[config.mk]
export PLATFORM = sky130hd
export DESIGN_NAME = dispatch_ctrl
export DESIGN_NICKNAME = d
export VERILOG_FILES = /design/src/rtl/dispatch_ctrl.sv
export SDC_FILE = /design/constraint.sdc
export NUM_CORES = 1
export LEC_CHECK = 0
export CORE_MARGIN = 3
export CORE_UTILIZATION = 49
export DETAILED_ROUTE_END_ITERATION = 8
export MAX_ROUTING_LAYER = met4
export PLACE_DENSITY_LB_ADDON = 0.2
export SLEW_MARGIN = 40
export SYNTH_ARGS = -nofsm -noshare
export SYNTH_HDL_FRONTEND = slang
export SYNTH_SLANG_ARGS = --single-unit
[constraint.sdc]
create_clock -name clk -period 4.85 [get_ports clk]
set_clock_uncertainty 0.1 [all_clocks]
set_input_delay 0.7275 -clock clk [delete_from_list [all_inputs] [get_ports clk]]
set_output_delay 0.7275 -clock clk [all_outputs]
set_load 0.05 [all_outputs]
[src/rtl/dispatch_ctrl.sv]
// Instruction dispatcher: decodes prefix opcodes, selects EU/BIU/FCU,
// resolves branches, traps on illegal opcode/condition or unit timeout.
// Ports: clk, rst; ir_valid/ir_ready/ir/flags in; unit_done[2:0] in;
// cs/sel_eu/sel_biu/sel_fcu out; done/br_skip/busy/err/err_code out;
// err_clr in.
module dispatch_ctrl #(
  parameter int IR_W     = 32,
  parameter int OPC_MSB  = 21,
  parameter int COND_LSB = 15,
  parameter int FLAG_W   = 2,
  parameter int TIMEOUT  = 16,
  parameter int CNT_W    = 8
) (
  input  logic              clk,
  input  logic              rst,
  input  logic              ir_valid,
  output logic              ir_ready,
  input  logic [IR_W-1:0]   ir,
  input  logic [FLAG_W-1:0] flags,
  input  logic [2:0]        unit_done,
  output logic [2:0]        cs,
  output logic [1:0]        sel_eu,
  output logic [1:0]        sel_biu,
  output logic              sel_fcu,
  output logic              done,
  output logic              br_skip,
  output logic              busy,
  output logic              err,
  output logic [1:0]        err_code,
  input  logic              err_clr
);

  localparam logic [CNT_W-1:0] TO_LAST = CNT_W'(TIMEOUT - 1);

  typedef enum logic [2:0] {
    S_IDLE,
    S_DECODE,
    S_DISPATCH,
    S_COMPLETE,
    S_TRAP
  } state_e;

  state_e           state_q;
  logic [5:0]       opc_q;
  logic [2:0]       cond_q;
  logic [1:0]       flg_q;
  logic [CNT_W-1:0] cnt_q;
  logic [2:0]       cs_q;
  logic [1:0]       sel_eu_q;
  logic [1:0]       sel_biu_q;
  logic             sel_fcu_q;
  logic             done_q;
  logic             skip_q;
  logic             busy_q;
  logic             err_q;
  logic [1:0]       code_q;

  logic [2:0] dec_cs;
  logic [1:0] dec_sel;
  logic       dec_ill;
  logic       br_take;
  logic       cond_ill;

  // Only the opcode/condition fields and two flags are consumed.
  logic unused_in;
  assign unused_in = ^{ir, flags};

  // Prefix code: count of leading ones picks the class.
  always_comb begin
    dec_cs  = '0;
    dec_sel = '0;
    dec_ill = 1'b0;
    casez (opc_q)
      6'b0?????: dec_cs = 3'b001;
      6'b10????: dec_cs = 3'b010;
      6'b110???: begin
        dec_cs  = 3'b010;
        dec_sel = 2'd1;
      end
      6'b1110??: dec_cs = 3'b100;
      6'b11110?: begin
        dec_cs  = 3'b001;
        dec_sel = 2'd1;
      end
      6'b111110: begin
        dec_cs  = 3'b001;
        dec_sel = 2'd2;
      end
      default: dec_ill = 1'b1;
    endcase
  end

  always_comb begin
    br_take  = 1'b0;
    cond_ill = 1'b0;
    case (cond_q)
      3'd0:    br_take  = 1'b1;
      3'd1:    br_take  = ~flg_q[0];
      3'd2:    br_take  = flg_q[0];
      3'd3:    br_take  = ~flg_q[1];
      3'd4:    br_take  = flg_q[1];
      default: cond_ill = 1'b1;
    endcase
  end

  always_ff @(posedge clk or posedge rst) begin
    if (rst) begin
      state_q   <= S_IDLE;
      opc_q     <= '0;
      cond_q    <= '0;
      flg_q     <= '0;
      cnt_q     <= '0;
      cs_q      <= '0;
      sel_eu_q  <= '0;
      sel_biu_q <= '0;
      sel_fcu_q <= 1'b0;
      done_q    <= 1'b0;
      skip_q    <= 1'b0;
      busy_q    <= 1'b0;
      err_q     <= 1'b0;
      code_q    <= '0;
    end else begin
      done_q <= 1'b0;
      skip_q <= 1'b0;
      case (state_q)
        S_IDLE: begin
          if (ir_valid) begin
            opc_q   <= ir[OPC_MSB -: 6];
            cond_q  <= ir[COND_LSB +: 3];
            flg_q   <= flags[1:0];
            busy_q  <= 1'b1;
            state_q <= S_DECODE;
          end
        end
        S_DECODE: begin
          if (dec_ill) begin
            err_q   <= 1'b1;
            code_q  <= 2'd1;
            state_q <= S_TRAP;
          end else if (dec_cs[2] && cond_ill) begin
            err_q   <= 1'b1;
            code_q  <= 2'd3;
            state_q <= S_TRAP;
          end else if (dec_cs[2] && !br_take) begin
            done_q  <= 1'b1;
            skip_q  <= 1'b1;
            state_q <= S_COMPLETE;
          end else begin
            cs_q      <= dec_cs;
            sel_eu_q  <= dec_cs[0] ? dec_sel : 2'd0;
            sel_biu_q <= dec_cs[1] ? dec_sel : 2'd0;
            sel_fcu_q <= dec_cs[2] & dec_sel[0];
            cnt_q     <= '0;
            state_q   <= S_DISPATCH;
          end
        end
        S_DISPATCH: begin
          // Completion is checked first so it wins over timeout.
          if (|(unit_done & cs_q)) begin
            cs_q      <= '0;
            sel_eu_q  <= '0;
            sel_biu_q <= '0;
            sel_fcu_q <= 1'b0;
            done_q    <= 1'b1;
            state_q   <= S_COMPLETE;
          end else if (cnt_q == TO_LAST) begin
            cs_q      <= '0;
            sel_eu_q  <= '0;
            sel_biu_q <= '0;
            sel_fcu_q <= 1'b0;
            err_q     <= 1'b1;
            code_q    <= 2'd2;
            state_q   <= S_TRAP;
          end else begin
            cnt_q <= cnt_q + 1'b1;
          end
        end
        S_COMPLETE: begin
          busy_q  <= 1'b0;
          state_q <= S_IDLE;
        end
        S_TRAP: begin
          if (err_clr) begin
            err_q   <= 1'b0;
            code_q  <= '0;
            busy_q  <= 1'b0;
            state_q <= S_IDLE;
          end
        end
        default: state_q <= S_IDLE;
      endcase
    end
  end

  assign ir_ready = (state_q == S_IDLE);
  assign cs       = cs_q;
  assign sel_eu   = sel_eu_q;
  assign sel_biu  = sel_biu_q;
  assign sel_fcu  = sel_fcu_q;
  assign done     = done_q;
  assign br_skip  = skip_q;
  assign busy     = busy_q;
  assign err      = err_q;
  assign err_code = code_q;

endmodule
==> Word-level counts from Yosys, hierarchy flattened <==
Index checks and enable logic that the tools add are counted.
{ "totals": {"register_bits": 36, "in_bits": 41} }
{ "classes": {"add_sub_neg": 1, "eq_ne": 24, "n_mux": 62, "bitwise": 5, "reduce_logical": 20} }
{ "op_table": {"columns": ["cell", "count"], "rows": [
  ["8-bit 2-to-1 mux", 5],
  ["3-bit 2-to-1 mux", 11],
  ["2-bit 2-to-1 mux", 15],
  ["1-bit 2-to-1 mux", 18],
  ["2-bit != test, second input constant", 8],
  ["8-bit one-hot mux with 2 select lines", 1],
  ["3-bit by 2-bit equality test with 1-bit output, second input constant", 4],
  ["2-bit one-hot mux with 2 select lines", 3],
  ["3-bit one-hot mux with 4 select lines", 1],
  ["5-bit AND reduction", 2],
  ["3-bit equality test, second input constant", 3],
  ["3-bit one-hot mux with 3 select lines", 1],
  ["8-bit by 1-bit adder with 8-bit output, second input constant", 1],
  ["8-bit by 4-bit equality test with 1-bit output, second input constant", 1],
  ["3-bit by 1-bit equality test with 1-bit output, second input constant", 2],
  ["6-bit equality test, second input constant", 1],
  ["3-bit logical NOT", 2],
  ["3-bit != test, second input constant", 2],
  ["1-bit one-hot mux with 3 select lines", 2],
  ["2-bit one-hot mux with 3 select lines", 1],
  ["3-bit one-hot mux with 2 select lines", 1],
  ["3-bit AND reduction", 2],
  ["6-bit AND reduction", 1],
  ["3-bit nonzero test", 2],
  ["16 further kinds", 22]
]} }

==> Longest topological paths before layout <==
Gate-level depths: netlist (run 1).
{ "logic_depth": {"depth_word": 8, "mapped_depth": 7} }

==> Worst setup path after synthesis (run 1) <==
Ideal clock, no wire load.
{ "synth_path": {"kind": "register to register", "startpoint": "register state_q[2]", "endpoint": "register opc_q[2]", "t_arrival_ns": 2.471, "slack_ns": 2.154, "stages_incl_launch_ff": 6, "path_buffers": 2, "synth_period_minus_slack_ns": 2.696, "cell_sequence": "dfrtp_1 -> buf_2 -> nor3_1 -> and2_1 -> buf_2 -> mux2_2"} }
{ "synth_between": {"elab_chain_len": 2} }
{ "synth_rtl": {"columns": ["element", "line", "text"], "rows": [
  ["start, declared", "43", "state_e state_q;"],
  ["start signal, assigned", "108", "state_q <= S_IDLE;"],
  ["start signal, assigned", "132", "state_q <= S_DECODE;"],
  ["start signal, assigned", "139", "state_q <= S_TRAP;"],
  ["3-bit logical NOT", null, null],
  ["via ir_ready", "17", "output logic ir_ready,"],
  ["2-bit AND reduction (no source line)", null, null],
  ["end signal, assigned", "128", "opc_q <= ir[OPC_MSB -: 6];"],
  ["end, declared", "44", "logic [5:0] opc_q;"]
]} }
The timed path passes the listed nets, and every way through them passes these cells.
A chain may end at the register's enable or synchronous reset.

==> Worst setup path after layout (run 1) <==
{ "layout_path": {"startpoint": "register state_q[2]", "endpoint": "output ir_ready"} }
{ "layout_between": {"elab_chain_len": 1} }
{ "layout_rtl": {"columns": ["element", "line", "text"], "rows": [
  ["3-bit logical NOT", "195", "assign ir_ready = (state_q == S_IDLE);"],
  ["end, declared", "17", null]
]} }
Every way passes these cells.

==> results.yml, run 1 <==
clock_tree:
  cts_resized: 0
  cts_tree: "done"
  cts_buffer_depth: 2
  root_buffer: "clkbuf_4"
  cts_buffers: 5
  clkLatencyLatePin_ns: 0.33
  cts.clk_slew.worst_paths_ns: 0.10
  cts_hold_buf: 0
  clock_sinks: 34
  postCtsSetupBuffers: 0
  cts_htree_levels: 2
floorplan:
  rows: 20
  die_y_um: 64.63
  start_util_pct: 53.41
  die_w_um: 64.63
  dieArea_sq_um: 4176
  core_area_sq_um: 3153
  io_pins: 56
sta:
  min_period_over_period_pct: 56.36
  finalHoldWorstSlack_ns: 0.4207
  grt_setup_unrepaired: "false"
  finalSetupViolations: 0
  tns_ns: 0
  maxSlewHeadroom_pct: 44.85
  fmax_mhz: 365.9
  worst_slack_ns: 2.117
  layout_min_cycle_time_ns: 2.733
  tightest_slew_ns: 0.8243
  maxSlewViolCount: 0
  finalHoldViolCount: 0
grt:
  grt_pass1_vias: 1427
  globalRouteOverflowTotal: 0
  grt_use_total_pct: 19.63
  grt_start_max_net_pins: 35
  antenna_found_initial: 0
  grt_pass1_wl_mm: 6.237
drt:
  drtIter0Drc: 69
  wl_met3_um: 164
  vias: 1434
  drt-pass1-iter-count: 4
  dr_wl_met2_mm: 1.717
  ant_nets: 0
  maxUsedRoutingLayer: "met4"
  m1WireLength_mm: 1.645
  drcViolationCount: 0
  vias_per_cell: 5.646
  drt_wl_total_mm: 3.557
  drt-wirelength-per-cell_um: 14.00
worst_setup_path:
  worstSetupStartpointType: "flip-flop"
  endpoint_kind: "primary output"
  r2r_setup_slack_ns: 2.39
  startpoint: "state_q[2]"
  required_ns: 4.02
  crit_end: "ir_ready"
  critPathMaxFanout: 10
  r2r-start: "state_q[2]"
  reg2reg_to: "sel_eu[1]"
  r2r_cells: 4
  critPathKind: "flip-flop to primary output"
  cp.arrival_ns: 1.91
pwr:
  seqPwrFrac_pct: 39.1
  clockPowerShare_pct: 15.1
  intPower_uw: 701.9
  p_per_area_nw_per_um2: 599.2
  total_power_mw: 1.254
  switching_share_pct: 44.01
  peakVddDrop_mv: 0.3864
  combPwrFrac_pct: 45.8
  p_switching_uw: 551.6
  leakagePower_nw: 0.9006
synthesis:
  synth_edf_count: 0
  syn_area_per_cell_sq_um: 9.461
  syn_inst: 178
  yosysSeqAreaShare_pct: 50.52
  syn_area_sq_um: 1684
  ys_ff_latch: 34
  synth_warnings: 0
  synth_nets: 220
  synthArstFlopShare_pct: 100.0
  synth_flop_cell: "dfrtp_1"
  yosysUniqueCellTypes: 42
placed_design:
  gp_congestion: 0.8018
  dpl_cell_area_sq_um: 2013
  dp_slack_ns: 1.906
  io_buffer_count: 30
  placed_cells: 246
  hpwlAfterDp_mm: 2.600
finish:
  final_common_cell: "dfrtp_1"
  design_area_sq_um: 2092
  syn_to_final_growth_pct: 24.22
  n_fill_cell: 278
  multiInputGateArea_sq_um: 773.2
  seqCellArea_sq_um: 850.8
  most-common-layout-cells: "dfrtp_1 (34), clkdlybuf4s50_1 (30), nand2_1 (20)"
  fin_cells: 254
  utilization_pct: 66.35
  nNetsFinal: 251
  num_antenna_cells: 0
  drive_gt1_share_pct: 11.43
hold_path:
  min_path_type: "flip-flop to flip-flop"
job:
  drv_cap: 0
run_status:
  status: "finished clean"
-- per-layer routing --
layer  GRT usage, %  vias to the layer above
li1               -                      690
met1          25.40                      690
met2          30.54                       50
met3          4.853                        4
met4          6.332                        0
met5              -                        -
-- cells in the mapped netlist, types with 2 or more instances --
cell type	count	area (sq um)
mux2_2	6	67.56
and2_1	2	12.51
nand2b_1	2	12.51
nor2_1	19	71.32
and3_2	2	15.01
nand3_1	6	30.03
nor3_1	4	20.02
a21oi_1	11	55.05
xor2_1	5	43.79
inv_1	7	26.28
nor3b_1	3	22.52
nand2_1	20	75.07
and3_1	5	31.28
dfrtp_1	34	850.8
nand3b_1	2	15.01
o21ai_0	15	75.07
nand4_1	2	12.51
nor4_1	3	18.77
or2_2	2	12.51
buf_2	6	30.03
-- power groups by stage --
| stage | Clock (mW) | Sequential [mW] | Combinational (mW) |
|---|---|---|---|
| finish | 0.189 | 0.490 | 0.574 |
| CTS | 0.194 | 0.486 | 0.578 |
| floorplan | 0 | 0.563 | 0.339 |
| global placement | 0 | 0.483 | 0.557 |
| global route | 0.209 | 0.507 | 0.627 |
| detailed placement | 0 | 0.490 | 0.575 |
-- area by class of cell --
class	instances	share of cell area, %
sequential	34	40.67
multi-input combinational	130	36.96
timing repair buffer	31	14.71
clock buffer	8	3.768
tap	44	2.632
inverter	7	1.256
-- worst min path at each step --
| stage | startpoint | cells after the start | to |
|---|---|---|---|
| after global placement | sel_fcu | 2 | sel_fcu |
| after floorplan | cnt_q[7] | 2 | cnt_q[7] |
| final | err_code[1] | 1 | err_code[1] |
| after CTS | err_code[1] | 1 | err_code[1] |
| after global routing | err_code[1] | 1 | err_code[1] |
| after detailed placement | err_code[1] | 1 | err_code[1] |
-- cell families after synthesis --
kind of cell | Yosys count | synth area share (%)
buf+inv | 14 | 3.566
mux | 8 | 5.497
xor+xnor | 6 | 3.120
compound gates | 38 | 13.75
flops | 34 | 50.52
fa+ha+maj | 1 | 0.7428
simple gates | 77 | 22.81
-- worst max-delay path: stages, from the launching register on --
cell             delay, ns
dfrtp_1               0.49
nor3_1                0.25
clkdlybuf4s50_1       0.84
-- registers in the layout (all words and copies together) (netlist names) --
name      count
busy          1
sel_fcu       1
cs            3
flg_q         2
opc_q         6
sel_biu       2
cnt_q         8
cond_q        1
done          1
sel_eu        2
err_code      2
br_skip       1
state_q       3
err           1
No activity file was read; power rests on OpenSTA's default activity.
==> run 2, diff against run 1 <==
--- a/config.mk
+++ b/config.mk
@@ -6,7 +6,7 @@
 export NUM_CORES = 1
 export LEC_CHECK = 0
 export CORE_MARGIN = 3
-export CORE_UTILIZATION = 49
+export CORE_UTILIZATION = 41
 export DETAILED_ROUTE_END_ITERATION = 8
 export MAX_ROUTING_LAYER = met4
 export PLACE_DENSITY_LB_ADDON = 0.2
==> constraint.sdc (replaced) <==
create_clock -name clk -period 2.4 [get_ports clk]
set_clock_uncertainty 0.1 [all_clocks]
set_input_delay 0.36 -clock clk [delete_from_list [all_inputs] [get_ports clk]]
set_output_delay 0.36 -clock clk [all_outputs]
set_load 0.05 [all_outputs]
==> run 2 against run 1 <==
  * Critical path depth unchanged
  * Clock power up 130%
  * Critical endpoint unchanged
  * Register-to-register slack worse by 2.0 ns
  * Power up 110%
  * Final area up 3.2%
==> results.yml, run 2 (same netlist as run 1, synthesis figures left out) <==
run_status:
  status: "finished clean"
grt:
  grt_pass1_vias: 1452
  grt_use_total_pct: 15.99
  grt_start_max_net_pins: 35
  antenna_found_initial: 0
  globalRouteOverflowTotal: 0
  grt_pass1_wl_mm: 6.223
sta:
  maxSlewViolCount: 0
  finalHoldWorstSlack_ns: 0.3765
  grt_setup_unrepaired: "false"
  finalSetupViolations: 0
  layout_min_cycle_time_ns: 2.291
  finalHoldViolCount: 0
  maxSlewHeadroom_pct: 60.42
  tns_ns: 0
  min_period_over_period_pct: 95.47
  fmax_mhz: 436.4
  tightest_slew_ns: 0.5787
  worst_slack_ns: 0.1086
pwr:
  peakVddDrop_mv: 0.6424
  leakagePower_nw: 0.9355
  p_switching_mw: 1.118
  p_per_area_nw_per_um2: 1209
  combPwrFrac_pct: 45.9
  clockPowerShare_pct: 16.3
  seqPwrFrac_pct: 37.8
  intPower_mw: 1.493
  switching_share_pct: 42.82
  total_power_mw: 2.612
placed_design:
  hpwlAfterDp_mm: 2.677
  dp_slack_ns: 0.1004
  io_buffer_count: 30
  gp_congestion: 0.7663
worst_setup_path:
  critPathMaxFanout: 10
  critPathKind: "flip-flop to primary output"
  cp.arrival_ns: 1.83
  critical_path.max_stage_delay_ns: 0.83
  crit_buf_inv: 1
  required_ns: 1.94
  critPathTopFamily: "buffers and inverters"
  endpoint_kind: "primary output"
  worstSetupStartpointType: "flip-flop"
  crit_chain: "nor3_2, clkdlybuf4s50_1"
  cp_slowest_cell: "clkdlybuf4s50_1"
floorplan:
  die_w_um: 70.09
  dieArea_sq_um: 4913
  die_y_um: 70.09
  rows: 22
  io_pins: 56
  start_util_pct: 44.33
  core_area_sq_um: 3799
clock_tree:
  cts_tree: "done"
  cts_htree_levels: 2
  root_buffer: "clkbuf_8"
  postCtsSetupBuffers: 0
  cts_hold_buf: 0
  cts_buffers: 5
  cts_resized: 0
  clkLatencyLatePin_ns: 0.28
  cts_buffer_depth: 2
  clock_sinks: 34
  cts.clk_slew.worst_paths_ns: 0.07
finish:
  syn_to_final_growth_pct: 28.23
  final_common_cell: "dfrtp_1"
  reg_top3: "cnt_q: 8 flops, opc_q: 6 flops"
  utilization_pct: 56.85
  largest_register_ffs: 8
  nNetsFinal: 257
  most-common-layout-cells: "dfrtp_1 (34), clkdlybuf4s50_1 (30), nand2_1 (20)"
  drive_gt1_share_pct: 13.89
  regMostFlops: "cnt_q"
  n_fill_cell: 342
  num_antenna_cells: 0
drt:
  drtIter0Drc: 45
  drcViolationCount: 0
  ant_nets: 0
  vias: 1418
  drt-pass1-iter-count: 4
  drt_wl_total_mm: 3.565
  drt-wirelength-per-cell_um: 13.50
  vias_per_cell: 5.371
hold_path:
  min_path_type: "primary input to asynchronous set/reset pin"
job:
  drv_cap: 0
[run 2: changes by cell type in the layout (fill, tap and decap cells not counted), sizes merged]
cell    before  now
clkinv       0    1
clkbuf       8    7
buf          1    7
[run 2: final cells by class]
cell class	instances	area (sq um)	share of cell area [%]
well taps	48	60.06	2.781
multi-input cells	130	778.2	36.04
inverters	7	26.28	1.217
flip-flops and latches	34	850.8	39.40
repair buffers	37	352.8	16.34
clock buffers	7	86.33	3.998
clock inverters	1	5.005	0.2317
[run 2: layer usage]
layer | up-vias | GRT usage [%] | share of wire (%)
li1 | 699 | - | -
met1 | 685 | 19.42 | 47
met4 | 0 | 5.745 | 1.4
met3 | 7 | 3.885 | 3.6
met5 | - | - | 0
met2 | 27 | 25.92 | 48
[run 2: worst reg2reg max path: stages (launching register included)]
cell and delay (ns):
dfrtp_1 0.42, nand3_1 0.22, a2111oi_0 0.58, nor2_1 0.08, buf_4 0.20, nor4_1 0.30
[run 2: final timing paths]
check,start,to,slack (ns),cells past startpoint
max reg2reg,opc_q[3],cnt_q[2],0.39,5
max in group asynchronous,rst,cnt_q[5],1.53,3
min,rst,cnt_q[2],0.38,3
max,state_q[2],ir_ready,0.11,2
min reg2reg,err_code[1],err_code[1],0.41,1
min in group clk,err_code[1],err_code[1],0.41,1
[run 2: power by group through the flow]
stage | clock network (mW) | logic, mW | registers, mW
after floorplan | 0 | 0.691 | 1.14
after detailed placement | 0 | 1.21 | 0.994
final | 0.426 | 1.20 | 0.987
after global placement | 0 | 1.18 | 0.984
after global routing | 0.467 | 1.32 | 1.02
after CTS | 0.440 | 1.21 | 0.984
[run 2: metrics by stage]
stage / cells / cell area, sq um
6_report: 264 / 2160
5_1_grt: 264 / 2160
4_1_cts: 264 / 2160
3_5_place_dp: 256 / 2068
3_3_place_gp: 256 / 2068
2_1_floorplan: 178 / 1689
==> run 3, diff against run 2 <==
--- a/config.mk
+++ b/config.mk
@@ -5,8 +5,11 @@
 export SDC_FILE = /design/constraint.sdc
 export NUM_CORES = 1
 export LEC_CHECK = 0
+export CELL_PAD_IN_SITES_DETAIL_PLACEMENT = 1
+export CELL_PAD_IN_SITES_GLOBAL_PLACEMENT = 2
 export CORE_MARGIN = 3
-export CORE_UTILIZATION = 41
+export CORE_UTILIZATION = 24
+export CTS_CLUSTER_DIAMETER = 80
 export DETAILED_ROUTE_END_ITERATION = 8
 export MAX_ROUTING_LAYER = met4
 export PLACE_DENSITY_LB_ADDON = 0.2
==> run 3 against run 2 <==
  * First-iteration DRC count is 22% higher
  * Sequential cell count unchanged
  * Sequential share of layout area decreased by 1.5 points
  * Largest cell class unchanged
  * Register-to-register slack worse by 0.04 ns
  * Critical path depth grew 4
  * Highest routed layer unchanged
==> results.yml, run 3 (same netlist as run 1, synthesis figures left out) <==
run_status:
  status: "finished clean"
clock_tree:
  root_buffer: "clkbuf_8"
  cts_tree: "done"
  cts_htree_levels: 2
  cts_hold_buf: 0
  clock_sinks: 34
  cts_buffers: 5
  cts.clk_slew.worst_paths_ns: 0.08
  cts_buffer_depth: 2
  clkLatencyLatePin_ns: 0.29
finish:
  design_area_sq_um: 2245
  syn_to_final_growth_pct: 33.28
  num_antenna_cells: 0
  fin_cells: 310
  largest_register_ffs: 8
  nNetsFinal: 258
  drive_gt1_share_pct: 14.29
  final_common_cell: "dfrtp_1"
  reg_top3: "cnt_q: 8 flops, opc_q: 6 flops"
  most-common-layout-cells: "dfrtp_1 (34), clkdlybuf4s50_1 (29), nand2_1 (20)"
  regMostFlops: "cnt_q"
worst_setup_path:
  crit_buf_inv: 1
  r2r_setup_slack_ns: 0.35
  critPathMaxFanout: 14
  cp.arrival_ns: 2.13
  required_ns: 2.49
  reg2reg_to: "cnt_q[2]"
  critical_path.max_stage_delay_ns: 0.61
  cp_slowest_cell: "a2111oi_0"
  critPathKind: "flip-flop to flip-flop"
  crit_chain: "nand2b_1, a21oi_1, a2111oi_0, nor2_1, buf_4, nor4_1"
  r2r-start: "cond_q[0]"
  r2r_cells: 6
  endpoint_kind: "flip-flop"
  critPathTopFamily: "compound AO/OA/AOI/OAI gates"
  worstSetupStartpointType: "flip-flop"
grt:
  globalRouteOverflowTotal: 0
  grt_pass1_wl_mm: 7.928
  antenna_found_initial: 0
  grt_start_max_net_pins: 35
  grt_use_total_pct: 12.23
  grt_pass1_vias: 1634
floorplan:
  core_area_sq_um: 6568
  die_y_um: 89.77
  dieArea_sq_um: 8059
  start_util_pct: 25.64
  rows: 29
  io_pins: 56
  die_w_um: 89.77
placed_design:
  dpl_cell_area_sq_um: 2132
  gp_congestion: 0.7955
  placed_cells: 302
  hpwlAfterDp_mm: 3.371
  io_buffer_count: 30
sta:
  finalSetupViolations: 0
  finalHoldWorstSlack_ns: 0.3732
  finalHoldViolCount: 0
  tightest_slew_ns: 0.6346
  grt_setup_unrepaired: "false"
  min_period_over_period_pct: 85.32
  fmax_mhz: 488.3
  maxSlewHeadroom_pct: 56.60
  tns_ns: 0
  layout_min_cycle_time_ns: 2.048
  maxSlewViolCount: 0
drt:
  vias_per_cell: 4.726
  drt-pass1-iter-count: 4
  ant_nets: 0
  drcViolationCount: 0
  vias: 1465
  drt_wl_total_mm: 4.490
  drtIter0Drc: 55
  drt-wirelength-per-cell_um: 14.48
pwr:
  p_per_area_nw_per_um2: 1230
  leakagePower_nw: 0.9544
  peakVddDrop_mv: 0.4232
job:
  drv_cap: 0
hold_path:
  min_path_type: "primary input to asynchronous set/reset pin"
-- run 3: changes by cell type in the layout (fill, tap and decap cells not counted), sizes merged --
cell           delta
buf               +1
bufinv            +1
clkbuf            -1
clkdlybuf4s50     -1
clkinv            -1
clkinvlp          +1
dlymetal6s2s      +1
-- run 3: worst max path at each step --
stage,start,endpoint,slack (ns),cells past startpoint
after floorplan,state_q[2],opc_q[2],0.17,5
after global placement,unit_done[0],err_code[1],0.11,7
after detailed placement,unit_done[0],err_code[1],0.09,7
after CTS,state_q[2],ir_ready,0.06,2
after global routing,cond_q[0],cnt_q[2],0.1,6
final,cond_q[0],cnt_q[2],0.35,6
-- run 3: layout make-up --
type	instances	area (sq um)
Clock buffer	6	72.57
Clock inverter	2	37.54
Fill cell	771	4323
Inverter	7	26.28
Multi-Input combinational cell	130	778.2
Sequential cell	34	850.8
Tap cell	93	116.4
Timing Repair Buffer	38	362.8
-- run 3: per-stage QoR --
stage / utilization [%] / total power [mW] / setup WS (ns)
2_1_floorplan: - / 1.830 / 0.1690
3_3_place_gp: 32.46 / 2.216 / 0.1144
3_5_place_dp: 32.46 / 2.259 / 0.09312
4_1_cts: 34.14 / 2.812 / 0.05529
5_1_grt: 34.18 / 2.960 / 0.09803
6_report: 34.18 / 2.761 / 0.3523
-- run 3: repair_timing --
item / 4_1_cts / 5_1_grt
endpoints found under the hold margin: 0 / 0
setup buffers: 0 / 0
gates resized for setup: 0 / 1
endpoints found under the setup margin: 0 / 1
-- run 3: power by group --
group | leakage, nW | switching, mW | total [mW] | internal (mW)
clock | 0.0514 | 0.221 | 0.530 | 0.310
combinational | 0.464 | 0.727 | 1.24 | 0.509
sequential | 0.439 | 0.236 | 0.995 | 0.759
total | 0.954 | 1.18 | 2.76 | 1.58
-- run 3: metal layers --
metal / track usage, % / part of all wire, % / routed length, um / up-vias
li1: - / - / - / 701
met3: 3.088 / 2.9 / 129 / 5
met5: - / 0 / 0 / -
met1: 14.02 / 45 / 2020 / 738
met4: 3.448 / 1.3 / 59 / 0
met2: 21.24 / 51 / 2280 / 21
-- run 3: worst register-to-register path: cells and delay by family, from the launching register on --
family                 cells  cell delay (ns)
AOI/OAI and AO/OA          2             0.70
buffers and inverters      1             0.21
DFF                        1             0.43
and+or+nand+nor            3             0.50
